## config.mk

```make
export PLATFORM = sky130hd
export DESIGN_NAME = drum_step_seq
export DESIGN_NICKNAME = d
export VERILOG_FILES = /design/src/rtl/drum_step_seq.sv
export SDC_FILE = /design/constraint.sdc
export NUM_CORES = 1
export LEC_CHECK = 0
export CAP_MARGIN = 20
export CORE_UTILIZATION = 60
export DETAILED_ROUTE_END_ITERATION = 8
export GPL_TIMING_DRIVEN = 0
export PLACE_DENSITY = 0.78
export SYNTH_ARGS = -nofsm -noshare
export SYNTH_HDL_FRONTEND = slang
export SYNTH_SLANG_ARGS = --single-unit
export TNS_END_PERCENT = 100
```

## constraint.sdc

```tcl
create_clock -name clk -period 6.9 [get_ports clk]
set_clock_uncertainty 0.15 [all_clocks]
set_input_delay 0.69 -clock clk [delete_from_list [all_inputs] [get_ports clk]]
set_output_delay 0.69 -clock clk [all_outputs]
set_load 0.005 [all_outputs]
```

## src/rtl/drum_step_seq.sv

```systemverilog
// Four-voice, eight-step drum pattern sequencer with per-voice trigger pulse stretchers.
// Define DRUM_SEQ_PRESET_EN to reset the pattern to a basic kick/snare/hat groove instead of all zeros.
module drum_step_seq #(
    parameter int unsigned TRIG_CYCLES = 50000
) (
    input  logic       clk,
    input  logic       reset,
    input  logic       step_en,
    input  logic       run,
    input  logic [2:0] len,
    input  logic       wr_en,
    input  logic [1:0] wr_voice,
    input  logic [2:0] wr_step,
    input  logic       wr_val,
    output logic [3:0] trig,
    output logic [2:0] step_idx,
    output logic       bar_pulse
);

    // state | meaning
    // IDLE  | stopped, outputs quiet, waiting for run
    // ARMED | run asserted, waiting for the first step_en (plays step 0)
    // PLAY  | each step_en advances the index and fires that step's voices
    typedef enum logic [1:0] {
        IDLE  = 2'd0,
        ARMED = 2'd1,
        PLAY  = 2'd2
    } state_t;

    localparam int          NUM_VOICES = 4;
    localparam logic [19:0] TRIG_LOAD  = 20'(TRIG_CYCLES);

`ifdef DRUM_SEQ_PRESET_EN
    // voice3 none, voice2 every step, voice1 steps 2/6, voice0 steps 0/4
    localparam logic [3:0][7:0] PATTERN_RST = {8'h00, 8'hFF, 8'h44, 8'h11};
`else
    localparam logic [3:0][7:0] PATTERN_RST = '0;
`endif

    state_t           state_q,   state_d;
    logic [2:0]       idx_q,     idx_d;
    logic             bar_q,     bar_d;
    logic [3:0][7:0]  pattern_q, pattern_d;
    logic [19:0]      cnt_q [NUM_VOICES];
    logic [19:0]      cnt_d [NUM_VOICES];

    logic             play;
    logic [2:0]       play_step;
    logic             stop;

    always_comb begin
        state_d   = state_q;
        idx_d     = idx_q;
        bar_d     = 1'b0;
        pattern_d = pattern_q;
        play      = 1'b0;
        play_step = idx_q;
        stop      = 1'b0;
        for (int v = 0; v < NUM_VOICES; v++) begin
            cnt_d[v] = (cnt_q[v] != 20'd0) ? cnt_q[v] - 20'd1 : 20'd0;
        end

        case (state_q)
            IDLE: begin
                stop = 1'b1;
                if (run) begin
                    state_d = ARMED;
                end
            end
            ARMED: begin
                if (!run) begin
                    state_d = IDLE;
                    stop    = 1'b1;
                end else if (step_en) begin
                    state_d   = PLAY;
                    play      = 1'b1;
                    play_step = 3'd0;
                end
            end
            PLAY: begin
                if (!run) begin
                    state_d = IDLE;
                    stop    = 1'b1;
                end else if (step_en) begin
                    play      = 1'b1;
                    // a length shrunk below the current index wraps straight to step 0
                    play_step = (idx_q >= len) ? 3'd0 : idx_q + 3'd1;
                end
            end
            default: begin
                state_d = IDLE;
                stop    = 1'b1;
            end
        endcase

        if (stop) begin
            idx_d = 3'd0;
            for (int v = 0; v < NUM_VOICES; v++) begin
                cnt_d[v] = 20'd0;
            end
        end

        // play reads pattern_q, so a coinciding write only affects later passes
        if (play) begin
            idx_d = play_step;
            bar_d = (play_step == 3'd0);
            for (int v = 0; v < NUM_VOICES; v++) begin
                if (pattern_q[v][play_step]) begin
                    cnt_d[v] = TRIG_LOAD;
                end
            end
        end

        if (wr_en) begin
            pattern_d[wr_voice][wr_step] = wr_val;
        end
    end

    always_ff @(posedge clk) begin
        if (reset) begin
            state_q   <= IDLE;
            idx_q     <= 3'd0;
            bar_q     <= 1'b0;
            pattern_q <= PATTERN_RST;
            for (int v = 0; v < NUM_VOICES; v++) begin
                cnt_q[v] <= 20'd0;
            end
        end else begin
            state_q   <= state_d;
            idx_q     <= idx_d;
            bar_q     <= bar_d;
            pattern_q <= pattern_d;
            for (int v = 0; v < NUM_VOICES; v++) begin
                cnt_q[v] <= cnt_d[v];
            end
        end
    end

    always_comb begin
        trig = 4'd0;
        for (int v = 0; v < NUM_VOICES; v++) begin
            trig[v] = (cnt_q[v] != 20'd0);
        end
    end

    assign step_idx  = idx_q;
    assign bar_pulse = bar_q;

endmodule

```

== After elaboration in Yosys (flattened, before gate mapping) ==
Memories as Yosys holds them, arrays and structs flattened.
Index checks and enable logic that the tools add are counted.

* Input bits: 14
* Memories kept: 1
* Bits in writable memories: 80
* Output and inout bits: 8
* Register bits: 38

{| class="wikitable"
|+ Memory list
! memory !! depth !! width !! read ports !! clocked after memory_dff !! wr ports !! line !! text
|-
| cnt_q || 4 || 20 || 4 || 0 || 4 || 44 || <nowiki>logic [19:0] cnt_q [NUM_VOICES];</nowiki>
|}

* $lt $le $gt $ge: 6
* Reduce and logical (&&, ||, !) cells: 12
* Add/subtract/negate cells: 5
* Eq/ne operators: 5
* Mux-type cells: 48
* Bitwise gates (word level): 5

{| class="wikitable"
|+ Operator list
! cell !! count
|-
| two-way mux 20 bit || 12
|-
| two-way mux 80 bit || 2
|-
| nonzero test 20 bit || 4
|-
| subtractor 20 x 1 -> 20 bit, second input constant || 4
|-
| bitwise mux 32 bit || 1
|-
| two-way mux 3 bit || 7
|-
| demux 8 bit (select 2 bit) || 1
|-
| two-way mux 1 bit || 13
|-
| binary-select mux 1 bit (select 3 bit) || 4
|-
| < comparator 3 x 4 -> 1 bit, second input constant || 2
|-
| two-way mux 2 bit || 4
|-
| two-way mux 8 bit || 1
|-
| one-hot mux 2 bit (3 select lines) || 1
|-
| one-hot mux 3 bit (2 select lines) || 1
|-
| inequality test 2 bit, second input constant || 2
|-
| bitwise OR 1 bit || 4
|-
| OR reduction 2 bit || 2
|-
| adder 3 x 1 -> 3 bit, second input constant || 1
|-
| demux 1 bit (select 3 bit) || 1
|-
| greater-or-equal comparator 3 x 1 -> 1 bit, second input constant || 1
|-
| greater-or-equal comparator 3 bit || 1
|-
| logical NOT 3 bit || 1
|-
| < comparator 2 x 3 -> 1 bit, second input constant || 1
|-
| inequality test 3 bit, second input constant || 1
|-
| other kinds (8) || 9
|}

== Longest topological paths before layout ==
Gate-level depths: netlist (run 1).

* Depth in word-level cells: 10
* Mapped depth: 11

== Worst setup path before layout (run 1) ==
OpenSTA, ideal clock, no wires.

* Kind: in2reg
* From: in len[2]
* To: mem cnt_q[3][10]
* Setup slack: 3.884 ns
* Required time: 6.677 ns
* Cell stages on the path: 9
* Arrival time: 2.793 ns
* Cells stage by stage: inv_1 -> ha_1 -> nand2_1 -> o211a_4 -> a32oi_4 -> mux4_2 -> a21bo_2 -> buf_6 -> nor3_2

{| class="wikitable"
|+ RTL lines
! element !! line !! text
|-
| start: declaration || 10 || <nowiki>input logic [2:0] len,</nowiki>
|-
| end: declaration || 44 ||
|}

==> results of run 1 <==
tightest hold or removal path, stage by stage (launching register included):
cell                      delay (ns)
sky130_fd_sc_hd__dfxtp_1        0.31
sky130_fd_sc_hd__nand2_1        0.05
sky130_fd_sc_hd__a21oi_1        0.06
area by class of cell:
type	instances	area share, %
multi-input cells	540	49.7
flip-flops and latches	118	33.4
clock buffers	17	5.85
clock inverters	15	2.97
well taps	133	2.35
repair buffers	17	2.33
plain buffers	31	2.16
inverters	25	1.32
cells in the final DEF (no fill, tap or decap), types with 3 or more instances in the layout:
cell type / count
sky130_fd_sc_hd__clkbuf_16: 16
sky130_fd_sc_hd__nor4_2: 4
sky130_fd_sc_hd__buf_1: 3
sky130_fd_sc_hd__nor2b_1: 7
sky130_fd_sc_hd__nand3b_1: 13
sky130_fd_sc_hd__a211o_1: 3
sky130_fd_sc_hd__or4_1: 11
sky130_fd_sc_hd__nand2_1: 95
sky130_fd_sc_hd__nor2_1: 47
sky130_fd_sc_hd__dfxtp_1: 118
sky130_fd_sc_hd__buf_4: 3
sky130_fd_sc_hd__nor4_1: 11
sky130_fd_sc_hd__clkdlybuf4s50_1: 16
sky130_fd_sc_hd__bufinv_16: 5
sky130_fd_sc_hd__xnor2_1: 40
sky130_fd_sc_hd__mux4_2: 3
sky130_fd_sc_hd__o21ai_0: 20
sky130_fd_sc_hd__a21oi_1: 41
sky130_fd_sc_hd__buf_2: 8
sky130_fd_sc_hd__inv_1: 24
sky130_fd_sc_hd__a211oi_1: 21
sky130_fd_sc_hd__clkinv_2: 6
sky130_fd_sc_hd__a211oi_2: 3
sky130_fd_sc_hd__ha_1: 12
sky130_fd_sc_hd__nor3_2: 21
sky130_fd_sc_hd__or3_1: 5
sky130_fd_sc_hd__nor3_1: 40
sky130_fd_sc_hd__mux2i_1: 4
sky130_fd_sc_hd__clkinvlp_4: 4
sky130_fd_sc_hd__nor3b_1: 5
sky130_fd_sc_hd__clkbuf_1: 15
sky130_fd_sc_hd__and3_1: 3
sky130_fd_sc_hd__o211ai_1: 21
sky130_fd_sc_hd__nand3_1: 38
sky130_fd_sc_hd__xor2_1: 27
sky130_fd_sc_hd__nand2b_1: 3
state kept, by name, summed over array words and instances, names as in the netlist:
name / count
pattern_q: 32
state_q: 2
bar_pulse: 1
step_idx: 3
cnt_q: 80
routing by layer:
metal / part of all wire, % / GRT usage [%]
met5: 0 / 0
met4: 1.2 / 8.56
met3: 4.3 / 7.66
met2: 49 / 49.2
met1: 45 / 35.4
metrics by stage:
stage	util (%)	instances	cell area (µm²)
floorplan	-	714	6130
global placement	65.7	863	6450
detailed placement	65.7	863	6450
CTS	72.1	895	7080
global route	72.1	896	7080
finish	72.1	896	7080
how the worst max path moves through the flow:
stage	slack [ns]	cells past startpoint	from	to
floorplan	3.88	9	len[2]	cnt_q[3][10]$_SDFF_PP0_
global placement	3.12	10	len[2]	cnt_q[2][17]$_SDFF_PP0_
detailed placement	3.06	10	len[2]	cnt_q[2][16]$_SDFF_PP0_
CTS	3.28	4	cnt_q[1][13]$_SDFF_PP0_	trig[1]
global route	3.21	4	cnt_q[2][7]$_SDFF_PP0_	trig[2]
finish	3.31	4	cnt_q[1][13]$_SDFF_PP0_	trig[1]
cell families (layout without fill, tap and decap cells):
kind of cell	count (synthesis)	count (layout)	share of synthesized area (%)
buffers and inverters	56	105	4.02
multiplexers	7	7	1.76
AND/OR/NAND/NOR	321	321	28.2
XOR/XNOR	67	67	9.58
flip-flops	118	118	38.6
adder cells (fa/ha/maj)	12	12	2.45
AO/OA/AOI/OAI	133	133	15.4
==> results.txt, run 1 <==
----------------------------------------------------
[Synthesis]
  Commonest cells in the netlist ... sky130_fd_sc_hd__dfxtp_1 (118), sky130_fd_sc_hd__nand2_1 (95), sky130_fd_sc_hd__nor2_1 (47)
  Synthesized instance count ... 714
  Post-synth EDFFs ... 0
  Total nets after synthesis ... 740
  Post-synth design cell area ... 6130 µm²
  Synth warn ... 0
  Count of cell types in the netlist ... 67
  Largest cells by area after synthesis ... sky130_fd_sc_hd__dfxtp_1 (39%), sky130_fd_sc_hd__nand2_1 (5.8%), sky130_fd_sc_hd__xnor2_1 (5.7%)
  Most repeated cell in the gate-level netlist after synthesis ... sky130_fd_sc_hd__dfxtp_1
  Number of synthesized register bits ... around 120
  Proportion of synthesized flip-flops having asynchronous set or reset ... 0%
  Post-synth top area share ... 38.6%
  Sequential area share after synthesis ... 38.6%
  Post-synth top area cell ... sky130_fd_sc_hd__dfxtp_1
  Primary flip-flop cell chosen by synthesis mapping ... sky130_fd_sc_hd__dfxtp_1
  Mean area per synthesized cell ... between 8 and 9 µm²

[Layout]
  Share of cells above drive strength 1 ... 11.8%
  Layout net count ... 776
  Area delta synth->final ... 15.6%
  Storage element area ... 2360 µm²
  Area used by multi-input combinational logic ... roughly 3500 µm²
  Antenna Cells ... 0
  Filler cells ... 800

[Route]
  Drt drc ... 0
  Residual antenna-violating net count after detailed routing ... 0
  Count of vias placed by the detailed router ... approximately 5.3k
  Wire length per cell ... between 15 and 20 µm
  Initial DRC count ... 299
  Routed WL ... between 10000 and 15000 µm
  Count of TritonRoute iterations in the first routing pass ... 5
  DR vias/cell ... roughly 5.9

[Global routing]
  Antenna violations before repair ... 0
  All-layer global routing usage ... 28.7%
  Vias in the first global route ... roughly 5.1k
  Total congestion overflow ... 0
  Largest net degree at the start of global routing ... 17
  First-pass GRT wire length ... 23300 µm

[Clock tree]
  Clock Root Buffer ... sky130_fd_sc_hd__clkbuf_8
  Post-CTS Setup Bufs ... 0
  Clk pin slew, worst setup/hold paths ... 0.06 ns
  H-tree depth ... 4
  Clock Latency Late Sink ... 0.53 ns
  CTS tree ... done
  Hold Buf Count CTS ... 0
  Worst-case clock buffer depth ... 2
  Clock Sink Count ... 118
  Number of buffers inserted during clock tree synthesis ... 17
  Post-cts sizing count ... 0

[Worst setup path]
  Buffer and inverter count on the worst path ... 1
  Cells on worst reg2reg path ... 9
  Category of the critical setup timing path ... reg2out
  Slack of the worst reg-to-reg path ... 3.65 ns
  End of the worst register-to-register path ... cnt_q[2][16]$_SDFF_PP0_
  CP max-delay cell ... sky130_fd_sc_hd__or4_1
  Kind of start point of the critical path ... flip-flop
  Largest delay contributor family on the critical path ... simple AND/OR/NAND/NOR gates
  Cell seen most often among critical-path stages ... sky130_fd_sc_hd__or4_1
  Maximum fanout along the worst path ... 4
  CP Cell Sequence ... or4_1 -> or3_1 -> or4_1 -> clkdlybuf4s50_1
  Crit-path max cell delay ... 0.56 ns
  Critical path required time ... 6.06 ns
  Endpoint type of the worst setup path ... output pin
  Data arrival time of the critical path ... 2.75 ns
  Beginning of the worst register-to-register path ... step_idx[0]$_SDFFE_PP0P_

[Die]
  FP Rows ... 36
  Width of the chip ... 103 µm
  Area of the core ... 9820 µm²
  Die area ... 10600 µm²
  Chip Height ... 103 µm
  Effective utilization at floorplan ... 62.4%
  I/O pins ... 22

[STA]
  Setup repair after global routing missed its margin ... no
  Count of endpoints failing hold in the final timing report ... 0
  Final-report setup violation count ... 0
  Worst slew slack as a fraction of its limit ... 28.4%
  Pins Over Slew Limit ... 0
  Setup TNS ... 0 ns
  Achievable Freq ... 0.279 GHz
  Hold_ws ... 0.314 ns
  Post-route fraction of the period consumed by the critical path ... a little over 50%
  Min setup slack post-route ... 3.31 ns
  Final critical-path required period ... 3.59 ns
  Transition time at the pin with the least slew margin ... 1.07 ns

[Place]
  Placed wire-length estimate ... 9940 µm
  Pre-CTS setup slack ... 3.06 ns
  Weighted congestion reported at the end of routability-driven placement ... 0.906
  IO buf count ... 16

[Worst hold path]
  Worst min-delay path endpoint ... pattern_q[10]$_SDFFE_PP0P_
  Depth of the worst hold-timing path ... 2
  Hold path startpoint ... pattern_q[10]$_SDFFE_PP0P_
  Worst Hold Class ... reg2reg

[Status]
  Run status ... completed

[Job]
  # Max-Cap Violations ... 0

----------------------------------------------------
Power of run 1 is left out: the tool's default activity adds up to more than one toggle a clock period on the data nets, which glitch-free logic cannot reach.
==> inputs of run 2 (changes only) <==
- CORE_UTILIZATION: 60 -> 55
- PLACE_DENSITY: 0.78 -> 0.76
- clock period: 6.9 -> 3.25 ns (I/O delays scaled with it)
==> results.txt, run 2 (synthesis gave the netlist of run 1 again) <==
----------------------------------------------------
[Clock tree]
  Clock Root Buffer ... sky130_fd_sc_hd__clkbuf_8 (unchanged)
  Number of buffers inserted during clock tree synthesis ... 17 (unchanged)
  Worst-case clock buffer depth ... 2 (unchanged)
  H-tree depth ... 4 (unchanged)
  Clock Sink Count ... 118 (unchanged)
  CTS tree ... done (unchanged)
  Clock Latency Late Sink ... 0.54 ns (was 0.53 ns)
  Clk pin slew, worst setup/hold paths ... 0.05 ns (was 0.06 ns)

[Worst setup path]
  Slack of the worst reg-to-reg path ... 0.07 ns (was 3.65 ns)
  Data arrival time of the critical path ... 3.49 ns (was 2.75 ns)
  Endpoint type of the worst setup path ... flip-flop (was output pin)
  End of the worst register-to-register path ... cnt_q[3][7]$_SDFF_PP0_ (was cnt_q[2][16]$_SDFF_PP0_)
  Critical path required time ... 3.56 ns (was 6.06 ns)
  Cells on worst reg2reg path ... 9 (unchanged)
  Kind of start point of the critical path ... flip-flop (unchanged)
  Beginning of the worst register-to-register path ... step_idx[0]$_SDFFE_PP0P_ (unchanged)
  Category of the critical setup timing path ... reg2reg (was reg2out)
  Critical path capture point ... cnt_q[3][7]$_SDFF_PP0_ (was trig[1])
  Maximum fanout along the worst path ... 10 (was 4)
  Critical Path Start ... step_idx[0]$_SDFFE_PP0P_ (was cnt_q[1][13]$_SDFF_PP0_)

[STA]
  Worst slew slack as a fraction of its limit ... 33.5% (was 28.4%)
  Transition time at the pin with the least slew margin ... 0.995 ns (was 1.07 ns)
  Post-route fraction of the period consumed by the critical path ... 97.7%
  Final critical-path required period ... 3.18 ns
  Pins Over Slew Limit ... 0 (unchanged)
  Hold_ws ... 0.274 ns (was 0.314 ns)
  Count of endpoints failing hold in the final timing report ... 0 (unchanged)
  Final-report setup violation count ... 0 (unchanged)
  Achievable Freq ... 0.315 GHz

[Layout]
  Largest Register ... cnt_q (unchanged)
  Max FFs per register ... 80 (unchanged)
  Most common cell after layout, fill and taps aside ... sky130_fd_sc_hd__dfxtp_1 (unchanged)
  Storage element area ... 2360 µm² (about the same)
  Final Util ... 66.2% (was 72.1%)
  Area used by multi-input combinational logic ... 3550 µm² (was 3520 µm²)
  Share of cells above drive strength 1 ... 12.9% (was 11.8%)
  Top library cells by usage in the layout, fill and taps aside ... sky130_fd_sc_hd__dfxtp_1 (117), sky130_fd_sc_hd__nand2_1 (95), sky130_fd_sc_hd__nor2_1 (47) (was sky130_fd_sc_hd__dfxtp_1 (118), sky130_fd_sc_hd__nand2_1 (95), sky130_fd_sc_hd__nor2_1 (47))
  Antenna Cells ... 0 (unchanged)
  Filler cells ... 920 (was 800)
  Area delta synth->final ... 17.1% (was 15.6%)
  Layout net count ... 786 (was 776)

[Route]
  Routed WL ... 14400 µm (was 14100 µm)
  Initial DRC count ... 370 (was 299)
  Count of TritonRoute iterations in the first routing pass ... 6 (was 5)
  DR vias/cell ... 5.86 (was 5.92)
  Count of vias placed by the detailed router ... 5346 (was 5304)
  Residual antenna-violating net count after detailed routing ... 0 (unchanged)
  Drt drc ... 0 (unchanged)
  Wire length per cell ... 15.8 µm (about the same)

[Die]
  Width of the chip ... 108 µm (was 103 µm)
  Die area ... 11600 µm² (was 10600 µm²)
  Chip Height ... 108 µm (was 103 µm)
  I/O pins ... 22 (unchanged)
  Area of the core ... 10800 µm² (was 9820 µm²)
  FP Rows ... 38 (was 36)
  Effective utilization at floorplan ... 56.5% (was 62.4%)

[Global routing]
  All-layer global routing usage ... 26.6% (was 28.7%)
  Largest net degree at the start of global routing ... 17 (unchanged)
  Vias in the first global route ... 5126 (was 5114)
  Antenna violations before repair ... 0 (unchanged)
  Total congestion overflow ... 0 (unchanged)
  First-pass GRT wire length ... 24000 µm (was 23300 µm)

[Place]
  IO buf count ... 16 (unchanged)
  Placed wire-length estimate ... 9980 µm (was 9940 µm)
  Weighted congestion reported at the end of routability-driven placement ... 0.923 (was 0.906)

[Job]
  # Max-Cap Violations ... 0 (unchanged)

[Status]
  Run status ... completed (unchanged)

[Worst hold path]
  Worst Hold Class ... in2reg (was reg2reg)

----------------------------------------------------
-- run 2: routing by layer --
layer / part of all wire [%] / vias to the layer above / global-route usage [%]
met5: 0 / - / 0
met4: 1.8 / 0 / 11.4
met3: 4.8 / 24 / 6.96
met2: 48 / 130 / 43.7
met1: 45 / 2555 / 32.8
li1: - / 2637 / -
-- run 2: cell type report --
class	instances	area share [%]
clock inverter	11	2.16
buffer	31	2.16
sequential	118	33.0
timing repair buffer	27	3.38
tap	140	2.44
inverter	25	1.31
multi-input combinational	540	49.5
clock buffer	21	6.12
-- run 2: worst max-delay path, cell delays in order, from the launching register on --
cell,delay [ns]
sky130_fd_sc_hd__dfxtp_1,0.45
sky130_fd_sc_hd__inv_1,0.18
sky130_fd_sc_hd__ha_1,0.31
sky130_fd_sc_hd__nor2b_1,0.06
sky130_fd_sc_hd__o211a_4,0.27
sky130_fd_sc_hd__a21oi_1,0.60
sky130_fd_sc_hd__mux4_2,0.46
sky130_fd_sc_hd__a21bo_2,0.29
sky130_fd_sc_hd__buf_6,0.17
sky130_fd_sc_hd__nor3_2,0.17
-- run 2: worst min path at each step --
stage | from | end | depth (start not counted)
finish | wr_voice[1] | pattern_q[27]$_SDFFE_PP0P_ | 5
global route | wr_voice[1] | pattern_q[29]$_SDFFE_PP0P_ | 5
CTS | wr_step[1] | pattern_q[18]$_SDFFE_PP0P_ | 4
detailed placement | pattern_q[0]$_SDFFE_PP0P_ | pattern_q[0]$_SDFFE_PP0P_ | 2
global placement | pattern_q[26]$_SDFFE_PP0P_ | pattern_q[26]$_SDFFE_PP0P_ | 2
floorplan | pattern_q[20]$_SDFFE_PP0P_ | pattern_q[20]$_SDFFE_PP0P_ | 2
-- run 2: repair_timing --
item,4_1_cts,5_1_grt
endpoints found under the setup margin,0,37
hold endpoints to repair,2,0
buffers inserted,0,9
gates resized for setup,0,7
hold buffers,1,0
-- run 2: stage by stage --
| stage | worst slack, ns | setup TNS [ns] | cell area, µm² | std cells |
|---|---|---|---|---|
| floorplan | 0.496 | 0 | 6130 | 714 |
| global placement | -0.105 | -2.48 | 6460 | 870 |
| detailed placement | -0.190 | -4.96 | 6460 | 870 |
| CTS | 0.00773 | 0 | 7070 | 903 |
| global route | -0.0372 | -0.321 | 7170 | 913 |
| finish | 0.0742 | 0 | 7170 | 913 |
Power of run 2 is left out for the same reason.
==> inputs of run 3 (changes only) <==
- ABC_AREA: not set -> 1
- GPL_ROUTABILITY_DRIVEN: not set -> 0
- HOLD_SLACK_MARGIN: not set -> 0.08
==> results.txt, run 3 <==
----------------------------------------------------
[Status]
  Run status ... completed (unchanged)

[Global routing]
  First-pass GRT wire length ... 22800 µm (was 24000 µm)
  Total congestion overflow ... 0 (unchanged)
  Antenna violations before repair ... 0 (unchanged)
  Largest net degree at the start of global routing ... 17 (unchanged)
  All-layer global routing usage ... 25.5% (was 26.6%)
  Vias in the first global route ... 5177 (was 5126)

[Worst hold path]
  Depth of the worst hold-timing path ... 1 (was 5)
  Worst Hold Class ... reg2reg (was in2reg)
  Worst min-delay path endpoint ... cnt_q[3][0]$_SDFF_PP0_ (was pattern_q[27]$_SDFFE_PP0P_)
  Hold path startpoint ... cnt_q[3][0]$_SDFF_PP0_ (was wr_voice[1])

[Layout]
  Filler cells ... 929 (was 920)
  Largest Register ... cnt_q (unchanged)
  Max FFs per register ... 80 (unchanged)
  Share of cells above drive strength 1 ... 12.8% (was 12.9%)
  Area used by multi-input combinational logic ... 3170 µm² (was 3550 µm²)
  Layout net count ... 873 (was 786)
  Most common cell after layout, fill and taps aside ... sky130_fd_sc_hd__dfxtp_1 (unchanged)
  Top library cells by usage in the layout, fill and taps aside ... sky130_fd_sc_hd__dfxtp_1 (118), sky130_fd_sc_hd__nand2_1 (112), sky130_fd_sc_hd__inv_1 (104) (was sky130_fd_sc_hd__dfxtp_1 (117), sky130_fd_sc_hd__nand2_1 (95), sky130_fd_sc_hd__nor2_1 (47))
  Antenna Cells ... 0 (unchanged)
  Area of all placed cells without fillers ... 6940 µm² (was 7170 µm²)
  Storage element area ... 2360 µm² (about the same)
  Area delta synth->final ... 15.4% (was 17.1%)

[Worst setup path]
  Largest delay contributor family on the critical path ... simple AND/OR/NAND/NOR gates (was compound AO/OA/AOI/OAI gates)
  Crit-path max cell delay ... 0.45 ns (was 0.60 ns)
  Category of the critical setup timing path ... reg2out (was reg2reg)
  Kind of start point of the critical path ... flip-flop (unchanged)
  Slack of the worst reg-to-reg path ... 0.42 ns (was 0.07 ns)
  Critical path required time ... 2.77 ns (was 3.56 ns)
  Beginning of the worst register-to-register path ... step_idx[0]$_SDFFE_PP0P_ (unchanged)
  Cells on worst reg2reg path ... 15 (was 9)
  CP max-delay cell ... sky130_fd_sc_hd__clkdlybuf4s50_1 (was sky130_fd_sc_hd__a21oi_1)
  Buffer and inverter count on the worst path ... 2 (unchanged)
  End of the worst register-to-register path ... cnt_q[2][12]$_SDFF_PP0_ (was cnt_q[3][7]$_SDFF_PP0_)
  Endpoint type of the worst setup path ... output pin (was flip-flop)
  Data arrival time of the critical path ... 2.50 ns (was 3.49 ns)
  CP Cell Sequence ... inv_1 -> ha_1 -> nand2_1 -> nor3_1 -> nand4_1 -> nor3_1 -> nand3_1 -> clkdlybuf4s50_1 (was inv_1 -> ha_1 -> nor2b_1 -> o211a_4 -> a21oi_1 -> mux4_2 -> a21bo_2 -> buf_6 -> nor3_2)
  Maximum fanout along the worst path ... 4 (was 10)
  Cell seen most often among critical-path stages ... sky130_fd_sc_hd__nor3_1

[Clock tree]
  Hold Buf Count CTS ... 0 (was 1)
  Clock Root Buffer ... sky130_fd_sc_hd__clkbuf_8 (unchanged)
  Clock Latency Late Sink ... 0.53 ns (was 0.54 ns)
  Clk pin slew, worst setup/hold paths ... 0.05 ns (about the same)
  H-tree depth ... 4 (unchanged)
  Clock Sink Count ... 118 (unchanged)
  Number of buffers inserted during clock tree synthesis ... 17 (unchanged)
  Worst-case clock buffer depth ... 2 (unchanged)
  CTS tree ... done (unchanged)

[Route]
  Initial DRC count ... 318 (was 370)
  Count of vias placed by the detailed router ... 5274 (was 5346)
  Drt drc ... 0 (unchanged)
  Residual antenna-violating net count after detailed routing ... 0 (unchanged)
  Wire length per cell ... 13.3 µm (was 15.8 µm)
  DR vias/cell ... 5.30 (was 5.86)
  Routed WL ... 13200 µm (was 14400 µm)
  Count of TritonRoute iterations in the first routing pass ... 5 (was 6)

[Place]
  Placed wire-length estimate ... 9540 µm (was 9980 µm)
  Area after DPL ... 6390 µm² (was 6460 µm²)
  IO buf count ... 21 (was 16)

[Synthesis]
  Number of synthesized register bits ... 118 (unchanged)
  Post-synth top area cell ... sky130_fd_sc_hd__dfxtp_1 (unchanged)
  Sequential area share after synthesis ... 39.3% (was 38.6%)
  Post-synth top area share ... 39.3% (was 38.6%)
  Largest cells by area after synthesis ... sky130_fd_sc_hd__dfxtp_1 (39%), sky130_fd_sc_hd__nand2_1 (7.1%), sky130_fd_sc_hd__inv_1 (6.5%) (was sky130_fd_sc_hd__dfxtp_1 (39%), sky130_fd_sc_hd__nand2_1 (5.8%), sky130_fd_sc_hd__xnor2_1 (5.7%))
  Synth warn ... 0 (unchanged)
  Most repeated cell in the gate-level netlist after synthesis ... sky130_fd_sc_hd__dfxtp_1 (unchanged)
  Synthesized instance count ... 806 (was 714)
  Post-synth design cell area ... 6010 µm² (was 6130 µm²)
  Commonest cells in the netlist ... sky130_fd_sc_hd__dfxtp_1 (118), sky130_fd_sc_hd__nand2_1 (113), sky130_fd_sc_hd__inv_1 (104) (was sky130_fd_sc_hd__dfxtp_1 (118), sky130_fd_sc_hd__nand2_1 (95), sky130_fd_sc_hd__nor2_1 (47))
  Post-synth EDFFs ... 0 (unchanged)
  Count of cell types in the netlist ... 36 (was 67)
  Mean area per synthesized cell ... 7.46 µm² (was 8.58 µm²)
  Proportion of synthesized flip-flops having asynchronous set or reset ... 0% (unchanged)
  Primary flip-flop cell chosen by synthesis mapping ... sky130_fd_sc_hd__dfxtp_1 (unchanged)
  Total nets after synthesis ... 832 (was 740)

[STA]
  Pins Over Slew Limit ... 0 (unchanged)
  Worst slew slack as a fraction of its limit ... 26.4% (was 33.5%)
  Final-report setup violation count ... 0 (unchanged)
  Post-route fraction of the period consumed by the critical path ... 91.6% (was 97.7%)
  Transition time at the pin with the least slew margin ... 1.10 ns (was 0.995 ns)
  Count of endpoints failing hold in the final timing report ... 0 (unchanged)
  Setup TNS ... 0 ns (unchanged)
  Achievable Freq ... 0.336 GHz (was 0.315 GHz)
  Setup repair after global routing missed its margin ... no
  Final critical-path required period ... 2.98 ns (was 3.18 ns)

[Die]
  I/O pins ... 22 (unchanged)
  Effective utilization at floorplan ... 57.5% (was 56.5%)
  Width of the chip ... 107 µm (was 108 µm)
  Area of the core ... 10500 µm² (was 10800 µm²)
  Chip Height ... 107 µm (was 108 µm)
  FP Rows ... 37 (was 38)
  Die area ... 11400 µm² (was 11600 µm²)

[Pwr]
  Largest vdd supply drop ... 1.04 mV
  Total leakage power ... 3.17 nW
  Pwr dens ... 905 nW/µm²

[Job]
  # Max-Cap Violations ... 0 (unchanged)

----------------------------------------------------
==> run 3: layer usage <==
layer	vias up	routed length, µm	track usage, %	part of all wire [%]
li1	2681	-	-	-
met1	2450	5970	31.0	45
met2	120	6410	42.4	49
met3	23	581	6.44	4.4
met4	0	231	11.3	1.8
met5	-	0	0	0
==> run 3: power by group <==
group	switching (W)	internal [W]	leakage (nW)
registers	0.000138	0.00161	0.953
clock network	0.000608	0.00101	0.256
logic	0.00171	0.00120	1.96
total	0.00246	0.00382	3.17
==> run 3: area by class of cell <==
type	count	share of cell area, %
multi-input cells	568	45.7
flip-flops and latches	118	34.1
clock buffers	27	7.09
inverters	105	5.72
repair buffers	22	3.17
well taps	136	2.45
plain buffers	15	1.48
clock inverters	4	0.289
==> run 3: repair_timing <==
item,in CTS,in global routing
resized for setup,3,4
setup buffers,0,1
pin swaps,0,4
setup endpoints to repair,1,1
==> run 3: per-stage QoR <==
step | hold WS [ns] | instances | power (W) | util, % | worst slack [ns]
2_1_floorplan | 0.243 | 806 | 0.00401 | - | 0.948
3_3_place_gp | 0.250 | 963 | 0.00455 | 61.1 | 0.0859
3_5_place_dp | 0.256 | 963 | 0.00463 | 61.1 | 0.0694
4_1_cts | 0.263 | 994 | 0.00630 | 66.1 | 0.0540
5_1_grt | 0.278 | 995 | 0.00677 | 66.3 | 0.0832
6_report | 0.265 | 995 | 0.00627 | 66.3 | 0.272
==> run 3: worst max-delay path by stage <==
stage,startpoint,end,cells past startpoint
floorplan,step_idx[0]$_SDFFE_PP0P_,cnt_q[1][18]$_SDFF_PP0_,15
global placement,len[2],cnt_q[2][13]$_SDFF_PP0_,14
detailed placement,len[2],cnt_q[2][12]$_SDFF_PP0_,14
CTS,cnt_q[2][0]$_SDFF_PP0_,trig[2],10
global route,cnt_q[2][0]$_SDFF_PP0_,trig[2],10
finish,cnt_q[1][0]$_SDFF_PP0_,trig[1],8
==> run 3: logic make-up (layout without fill, tap and decap cells) <==
group           count (synthesis)  count (layout)  share of synthesized area [%]
simple gates                  395             395                           32.4
buf+inv                       120             173                           8.30
flops                         118             118                           39.3
compound gates                103             103                           9.03
xor+xnor                       58              58                           8.45
fa+ha+maj                      12              12                           2.50
Note: power is estimated with default switching activity, not from simulation.
